--- src/rtl/div_pkg.sv ---
// Shared types and constants for the shift-subtract divider.
// Holds the FSM state encoding, the default widths and the saturated quotient value.
package div_pkg;

  localparam int DW_DEF = 32;
  localparam int CW_DEF = 6;

  localparam logic [DW_DEF-1:0] Q_SAT = '1;

  typedef enum logic [1:0] {
    IDLE,
    CALC,
    DONE
  } state_t;

endpackage

--- src/rtl/div_shift_sub_if.sv ---
// Start/busy/done handshake and operand/result bus of the divider.
// The requester drives the operands and start; the divider drives status and results.
interface div_shift_sub_if #(
  parameter int DW = 32
);

  logic            start;
  logic [2*DW-1:0] dividend;
  logic [DW-1:0]   divisor;
  logic            busy;
  logic            done;
  logic [DW-1:0]   q;
  logic [DW-1:0]   r;
  logic            dz;
  logic            ovf;

  modport master (
    output start, dividend, divisor,
    input  busy, done, q, r, dz, ovf
  );

  modport slave (
    input  start, dividend, divisor,
    output busy, done, q, r, dz, ovf
  );

endinterface

--- src/rtl/div_step.sv ---
// One combinational restoring-division step: shift in one dividend bit, try the subtract.
// No storage; the caller must keep rem < divisor for the result to fit in DW bits.
module div_step #(
  parameter int DW = 32
) (
  input  logic [DW-1:0] rem,
  input  logic          din,
  input  logic [DW-1:0] divisor,
  output logic [DW-1:0] rem_next,
  output logic          qbit
);

  logic [DW:0] cand;

  assign cand = {rem, din};
  // A no-borrow subtract is the same as cand >= divisor.
  assign qbit     = (cand >= {1'b0, divisor});
  assign rem_next = qbit ? DW'(cand - {1'b0, divisor}) : cand[DW-1:0];

endmodule

--- src/rtl/div_shift_sub.sv ---
// Iterative unsigned 2*DW / DW restoring divider, one quotient bit per clock; done DW cycles after start.
// Start is ignored while busy; DIV_EXC_FAST_EN lets divide-by-zero and overflow skip the iterations.
module div_shift_sub
  import div_pkg::*;
#(
  parameter int DW = DW_DEF,
  parameter int CW = CW_DEF
) (
  input logic           clk,
  input logic           rst,
  div_shift_sub_if.slave bus
);

  localparam logic [DW-1:0] SAT = {DW{1'b1}};

  state_t        state;
  logic [CW-1:0] cnt;
  logic [DW-1:0] rem;
  logic [DW-1:0] shf;
  logic [DW-1:0] dvs;
`ifndef DIV_EXC_FAST_EN
  logic          dz_l;
  logic          ovf_l;
  logic [DW-1:0] lo_q;
`endif

  logic [DW-1:0] hi;
  logic [DW-1:0] lo;
  logic          sdz;
  logic          sov;
  logic [DW-1:0] rem_nx;
  logic          qbit;
  logic          last;

  assign hi   = bus.dividend[2*DW-1:DW];
  assign lo   = bus.dividend[DW-1:0];
  assign sdz  = (bus.divisor == '0);
  assign sov  = !sdz && (hi >= bus.divisor);
  assign last = (cnt == CW'(DW - 1));

  div_step #(.DW(DW)) u_step (
    .rem      (rem),
    .din      (shf[DW-1]),
    .divisor  (dvs),
    .rem_next (rem_nx),
    .qbit     (qbit)
  );

  always_ff @(posedge clk or posedge rst) begin
    if (rst) begin
      state    <= IDLE;
      cnt      <= '0;
      rem      <= '0;
      shf      <= '0;
      dvs      <= '0;
`ifndef DIV_EXC_FAST_EN
      dz_l     <= 1'b0;
      ovf_l    <= 1'b0;
      lo_q     <= '0;
`endif
      bus.busy <= 1'b0;
      bus.done <= 1'b0;
      bus.q    <= '0;
      bus.r    <= '0;
      bus.dz   <= 1'b0;
      bus.ovf  <= 1'b0;
    end else begin
      case (state)
        IDLE: begin
          bus.done <= 1'b0;
          if (bus.start) begin
            rem      <= hi;
            shf      <= lo;
            dvs      <= bus.divisor;
            cnt      <= '0;
            bus.busy <= 1'b1;
`ifdef DIV_EXC_FAST_EN
            if (sdz || sov) begin
              state    <= DONE;
              bus.done <= 1'b1;
              bus.q    <= SAT;
              bus.r    <= sdz ? lo : '0;
              bus.dz   <= sdz;
              bus.ovf  <= sov;
            end else begin
              state <= CALC;
            end
`else
            dz_l  <= sdz;
            ovf_l <= sov;
            lo_q  <= lo;
            state <= CALC;
`endif
          end
        end
        CALC: begin
          rem <= rem_nx;
          shf <= {shf[DW-2:0], qbit};
          cnt <= cnt + CW'(1);
          if (last) begin
            state    <= DONE;
            bus.done <= 1'b1;
`ifdef DIV_EXC_FAST_EN
            bus.q    <= {shf[DW-2:0], qbit};
            bus.r    <= rem_nx;
            bus.dz   <= 1'b0;
            bus.ovf  <= 1'b0;
`else
            // Exceptions ran the full iteration count; their data is discarded here.
            bus.q    <= (dz_l || ovf_l) ? SAT : {shf[DW-2:0], qbit};
            bus.r    <= dz_l ? lo_q : (ovf_l ? '0 : rem_nx);
            bus.dz   <= dz_l;
            bus.ovf  <= ovf_l;
`endif
          end
        end
        DONE: begin
          bus.done <= 1'b0;
          bus.busy <= 1'b0;
          state    <= IDLE;
        end
        default: state <= IDLE;
      endcase
    end
  end

endmodule

--- src/flat_wrapper.sv ---
// flat-port wrapper written by rule: the top's interface ports become plain ports
module div_shift_sub_flat import div_pkg::*;
#(
  parameter int DW = DW_DEF,
  parameter int CW = CW_DEF
)
  (clk, rst, bus_start, bus_dividend, bus_divisor, bus_busy, bus_done, bus_q, bus_r, bus_dz, bus_ovf);
  div_shift_sub_if #(.DW(DW)) bus_i ();
  input logic clk;
  input logic rst;
  input wire logic [$bits(bus_i.start)-1:0] bus_start;
  input wire logic [$bits(bus_i.dividend)-1:0] bus_dividend;
  input wire logic [$bits(bus_i.divisor)-1:0] bus_divisor;
  output wire logic [$bits(bus_i.busy)-1:0] bus_busy;
  output wire logic [$bits(bus_i.done)-1:0] bus_done;
  output wire logic [$bits(bus_i.q)-1:0] bus_q;
  output wire logic [$bits(bus_i.r)-1:0] bus_r;
  output wire logic [$bits(bus_i.dz)-1:0] bus_dz;
  output wire logic [$bits(bus_i.ovf)-1:0] bus_ovf;
  assign bus_i.start = bus_start;
  assign bus_i.dividend = bus_dividend;
  assign bus_i.divisor = bus_divisor;
  assign bus_busy = bus_i.busy;
  assign bus_done = bus_i.done;
  assign bus_q = bus_i.q;
  assign bus_r = bus_i.r;
  assign bus_dz = bus_i.dz;
  assign bus_ovf = bus_i.ovf;
  div_shift_sub #(.DW(DW), .CW(CW)) u_core (.clk(clk), .rst(rst), .bus(bus_i));
endmodule
--- config.mk ---
export PLATFORM = sky130hd
export DESIGN_NAME = div_shift_sub_flat
export DESIGN_NICKNAME = d
export VERILOG_FILES = /design/src/rtl/div_pkg.sv /design/src/rtl/div_shift_sub_if.sv /design/src/rtl/div_step.sv /design/src/rtl/div_shift_sub.sv /design/src/flat_wrapper.sv
export SDC_FILE = /design/constraint.sdc
export NUM_CORES = 1
export LEC_CHECK = 0
export CAP_MARGIN = 20
export CORE_ASPECT_RATIO = 2
export CORE_MARGIN = 1
export CORE_UTILIZATION = 45
export DETAILED_ROUTE_END_ITERATION = 10
export PLACE_DENSITY = 0.71
export SLEW_MARGIN = 20
export SYNTH_ARGS = -nofsm -noshare
export SYNTH_HDL_FRONTEND = slang
export SYNTH_SLANG_ARGS = --single-unit
--- constraint.sdc ---
create_clock -name clk -period 9.34 [get_ports clk]
set_input_delay 1.868 -clock clk [delete_from_list [all_inputs] [get_ports clk]]
set_output_delay 1.868 -clock clk [all_outputs]
set_load 0.1 [all_outputs]
==> impl_metrics.xml <==
<?xml version="1.0" encoding="UTF-8"?>
<metrics>
  <group name="status">
    <metric name="result_of_the_run" unit="">finished, final reports clean</metric>
  </group>
  <group name="critical_path">
    <metric name="worst-endpoint-required" unit="ns">9.76</metric>
    <metric name="setup.worst_path.start_class" unit="">flip-flop</metric>
    <metric name="timing.critical_path.fanout_max" unit="">55</metric>
    <metric name="data_arrival_time_of_the_worst_path" unit="ns">4.45</metric>
    <metric name="worst_setup_path_end_kind" unit="">flip-flop</metric>
    <metric name="timing_worst_setup_path_type" unit="">flip-flop to flip-flop</metric>
  </group>
  <group name="clock_network">
    <metric name="cts.root.buffer_cell" unit="">sky130_fd_sc_hd__clkbuf_16</metric>
    <metric name="hold_buffers" unit="">0</metric>
    <metric name="cts-root-to-sink-buffers" unit="">3</metric>
    <metric name="cts_setup_buffers" unit="">0</metric>
    <metric name="clk_transition_reported_paths" unit="ns">0.06</metric>
    <metric name="number_of_gates_given_a_new_drive_strength_after_cts" unit="">0</metric>
    <metric name="clock_insertion_delay_worst_skew" unit="ns">0.52</metric>
    <metric name="tritoncts.num_buffers" unit="">22</metric>
    <metric name="clock_sinks" unit="">206</metric>
    <metric name="tritoncts" unit="">done</metric>
    <metric name="cts_max_level" unit="">1</metric>
  </group>
  <group name="grt">
    <metric name="grt_pass1_vias" unit="">11700</metric>
    <metric name="grt_start_max_net_pins" unit="">145</metric>
    <metric name="overflow" unit="">0</metric>
    <metric name="grt.total_usage" unit="%">31.4</metric>
    <metric name="grt_pass1_wl" unit="mm">65.5</metric>
    <metric name="antenna_found_initial" unit="">0</metric>
  </group>
  <group name="yosys">
    <metric name="yosys_register_bits" unit="">206</metric>
    <metric name="synth_top_cells_by_count" unit="">296 x sky130_fd_sc_hd__nand2_1, 206 x sky130_fd_sc_hd__dfrtp_1, 141 x sky130_fd_sc_hd__o21ai_0</metric>
    <metric name="synthDominantAreaCellType" unit="">sky130_fd_sc_hd__dfrtp_1</metric>
    <metric name="number_of_synthesized_flops_with_an_enable_pin" unit="">0</metric>
    <metric name="synth_area_per_cell" unit="sq um">8.46</metric>
    <metric name="synthesis.area" unit="sq um">12000</metric>
    <metric name="post_synth_num_cell_types" unit="">71</metric>
    <metric name="synth_fp_nets" unit="">1581</metric>
    <metric name="synth_top_cell_area_share" unit="%">43.0</metric>
    <metric name="synth_warnings" unit="">0</metric>
    <metric name="post-synth-top-count-cell" unit="">sky130_fd_sc_hd__nand2_1</metric>
    <metric name="synth_area_leaders" unit="">sky130_fd_sc_hd__dfrtp_1 43%, sky130_fd_sc_hd__nand2_1 9.3%, sky130_fd_sc_hd__ha_1 6.8%</metric>
    <metric name="postSynthCellCount" unit="">1416</metric>
    <metric name="synth_flop_cell" unit="">sky130_fd_sc_hd__dfrtp_1</metric>
    <metric name="synth-seq-area-share" unit="%">43.0</metric>
    <metric name="ys_async_sr_fraction" unit="%">100</metric>
  </group>
  <group name="pwr">
    <metric name="vdd_ir_drop_max" unit="V">0.000237</metric>
    <metric name="power.static_leakage" unit="nW">6.62</metric>
    <metric name="power_total" unit="mW">6.09</metric>
    <metric name="p_per_area" unit="nW/um^2">418</metric>
  </group>
  <group name="sta">
    <metric name="post-route-period-util" unit="%">43.1</metric>
    <metric name="worst-slew-pin-transition" unit="ns">1.07</metric>
    <metric name="rsz0062_at_grt" unit="">no</metric>
    <metric name="hold_viol" unit="">0</metric>
    <metric name="fin_crit" unit="ns">4.02</metric>
    <metric name="final-max-slew-violation-count" unit="">0</metric>
    <metric name="setup_viol" unit="">0</metric>
    <metric name="max_freq" unit="GHz">0.249</metric>
    <metric name="final.hold.worst_slack" unit="ns">0.464</metric>
    <metric name="timing.slew.headroom" unit="%">28.5</metric>
    <metric name="accumulated_negative_setup_slack" unit="ns">0</metric>
    <metric name="final.setup_skew" unit="ns">0.0112</metric>
  </group>
  <group name="place">
    <metric name="port_buffers" unit="">166</metric>
    <metric name="placed_cells" unit="">1851</metric>
    <metric name="gp_congestion" unit="">0.995</metric>
    <metric name="dp_hpwl" unit="mm">30.6</metric>
  </group>
  <group name="die">
    <metric name="floorplan.die_area" unit="sq um">27300</metric>
    <metric name="die_h" unit="um">233</metric>
    <metric name="io-pin-count" unit="">167</metric>
    <metric name="dieWidth" unit="um">117</metric>
    <metric name="initial_utilization" unit="%">45.6</metric>
    <metric name="fp-row-count" unit="">84</metric>
    <metric name="core_area" unit="sq um">26300</metric>
  </group>
  <group name="cells_and_area">
    <metric name="layout-drive-gt1-share" unit="%">5.10</metric>
    <metric name="num_antenna_cells" unit="">0</metric>
    <metric name="count_of_placed_standard_cells_in_the_final_layout_fillers_left_out" unit="">1892</metric>
    <metric name="final_net_count" unit="">1697</metric>
    <metric name="flow.area_growth_from_synthesis" unit="%">21.6</metric>
  </group>
  <group name="route">
    <metric name="drc_errors" unit="">0</metric>
    <metric name="wl_per_cell" unit="um">22.4</metric>
    <metric name="dr_total_vias" unit="">11400</metric>
    <metric name="detailedRoute.firstPassIterationCount" unit="">6</metric>
    <metric name="drt_wl_total" unit="mm">42.3</metric>
    <metric name="via_per_inst" unit="">6.02</metric>
    <metric name="drtIter0Drc" unit="">768</metric>
    <metric name="ant_nets" unit="">0</metric>
  </group>
  <group name="min_path">
    <metric name="path_class_of_the_lowest_slack_min_delay_path" unit="">flip-flop to flip-flop</metric>
  </group>
  <group name="flow_run">
    <metric name="maxCapViolCount" unit="">0</metric>
  </group>
</metrics>
flip-flops by register name, summed over array words and instances (netlist names):
register and cells:
u_core.bus.done 1, u_core.dvs 32, u_core.shf 32, u_core.state 2
u_core.bus.ovf 1, u_core.lo_q 32, u_core.rem 32, u_core.ovf_l 1
u_core.bus.q 32, u_core.dz_l 1, u_core.bus.dz 1, u_core.cnt 6
u_core.bus.r 32, u_core.bus.busy 1
cells in the final DEF, fill, tap and decap left out, types with 7 or more instances in the layout:
| cell type | Yosys | layout |
|---|---|---|
| sky130_fd_sc_hd__o21ai_0 | 141 | 141 |
| sky130_fd_sc_hd__buf_4 | 1 | 14 |
| sky130_fd_sc_hd__a32oi_1 | 14 | 14 |
| sky130_fd_sc_hd__xnor2_1 | 10 | 10 |
| sky130_fd_sc_hd__clkdlybuf4s50_1 | 0 | 166 |
| sky130_fd_sc_hd__inv_1 | 85 | 84 |
| sky130_fd_sc_hd__nor3_1 | 10 | 10 |
| sky130_fd_sc_hd__ha_1 | 65 | 65 |
| sky130_fd_sc_hd__a22oi_1 | 37 | 37 |
| sky130_fd_sc_hd__nor2_1 | 54 | 51 |
| sky130_fd_sc_hd__nand3_1 | 31 | 30 |
| sky130_fd_sc_hd__nor4_1 | 11 | 11 |
| sky130_fd_sc_hd__a21oi_1 | 100 | 100 |
| sky130_fd_sc_hd__and3_1 | 19 | 19 |
| sky130_fd_sc_hd__a31oi_1 | 23 | 23 |
| sky130_fd_sc_hd__nand2_1 | 296 | 294 |
| sky130_fd_sc_hd__a21o_1 | 28 | 28 |
| sky130_fd_sc_hd__clkbuf_1 | 69 | 7 |
| sky130_fd_sc_hd__nand2b_1 | 7 | 7 |
| sky130_fd_sc_hd__a211oi_1 | 15 | 15 |
| sky130_fd_sc_hd__a211o_1 | 23 | 23 |
| sky130_fd_sc_hd__o22ai_1 | 19 | 19 |
| sky130_fd_sc_hd__o211ai_1 | 11 | 11 |
| sky130_fd_sc_hd__nand4_1 | 20 | 20 |
| sky130_fd_sc_hd__clkbuf_16 | 0 | 23 |
| sky130_fd_sc_hd__xor2_1 | 7 | 7 |
| sky130_fd_sc_hd__dfrtp_1 | 206 | 206 |
layout make-up:
cell class              count  area [sq um]
clock buffers              32           629
clock inverters             8          81.3
fillers                  2461         11700
inverters                  88           343
multi-input cells        1033          6150
flip-flops and latches    206          5150
well taps                 344           430
repair buffers            181          1790
where the power goes:
part | internal [mW] | leakage [nW] | switching, mW | total (mW)
Clock | 0.501 | 0.347 | 0.381 | 0.882
Combinational | 1.16 | 3.84 | 2.55 | 3.70
Sequential | 1.24 | 2.43 | 0.272 | 1.51
Total | 2.89 | 6.62 | 3.20 | 6.09
kinds of logic (layout without fill, tap and decap cells):
group	after synthesis	in the layout	share of synthesized area, %
compound gates	463	463	24.6
xor+xnor	17	17	1.24
simple gates	478	478	17.4
mux	9	9	0.783
flops	206	206	43.0
buf+inv	177	309	6.04
fa+ha+maj	66	66	6.95
metrics by stage:
| stage | util [%] | cell area [sq um] | worst slack (ns) |
|---|---|---|---|
| global placement | 52.6 | 13800 | 4.99 |
| finish | 55.5 | 14600 | 5.32 |
| global route | 55.5 | 14600 | 5.13 |
| CTS | 55.4 | 14500 | 5.33 |
| floorplan | - | 12000 | 1.85 |
| detailed placement | 52.7 | 13800 | 4.99 |
path summary, 6_finish.rpt:
kind	slack (ns)	to	start	cells past startpoint
worst max-delay path	5.32	u_core.bus.r[17]	u_core.state[0]	8
worst min-delay path	0.46	u_core.bus.q[24]	u_core.bus.q[24]	2
worst max register to register	5.32	u_core.bus.r[17]	u_core.state[0]	8
worst min register to register	0.46	u_core.bus.q[24]	u_core.bus.q[24]	2
max in group asynchronous	6.03	u_core.state[0]	rst	3
min in group asynchronous	1.86	u_core.bus.q[23]	rst	2
layer usage:
metal	vias up	part of all wire, %	GRT usage [%]
met3	163	6.1	4.12
li1	5244	-	-
met4	0	8.8	26.1
met2	465	49	54.0
met1	5515	36	34.3
met5	-	0	0
critical path, cell delays in order, from the launching register on:
cell and delay (ns):
sky130_fd_sc_hd__dfrtp_1 0.32, sky130_fd_sc_hd__buf_4 0.48, sky130_fd_sc_hd__clkinv_1 0.52, sky130_fd_sc_hd__nor2_2 0.97
sky130_fd_sc_hd__nand2_2 0.12, sky130_fd_sc_hd__inv_2 0.41, sky130_fd_sc_hd__buf_4 0.56, sky130_fd_sc_hd__nand2_1 0.28
sky130_fd_sc_hd__o211ai_1 0.27
Power figures use the tool's default switching activity.
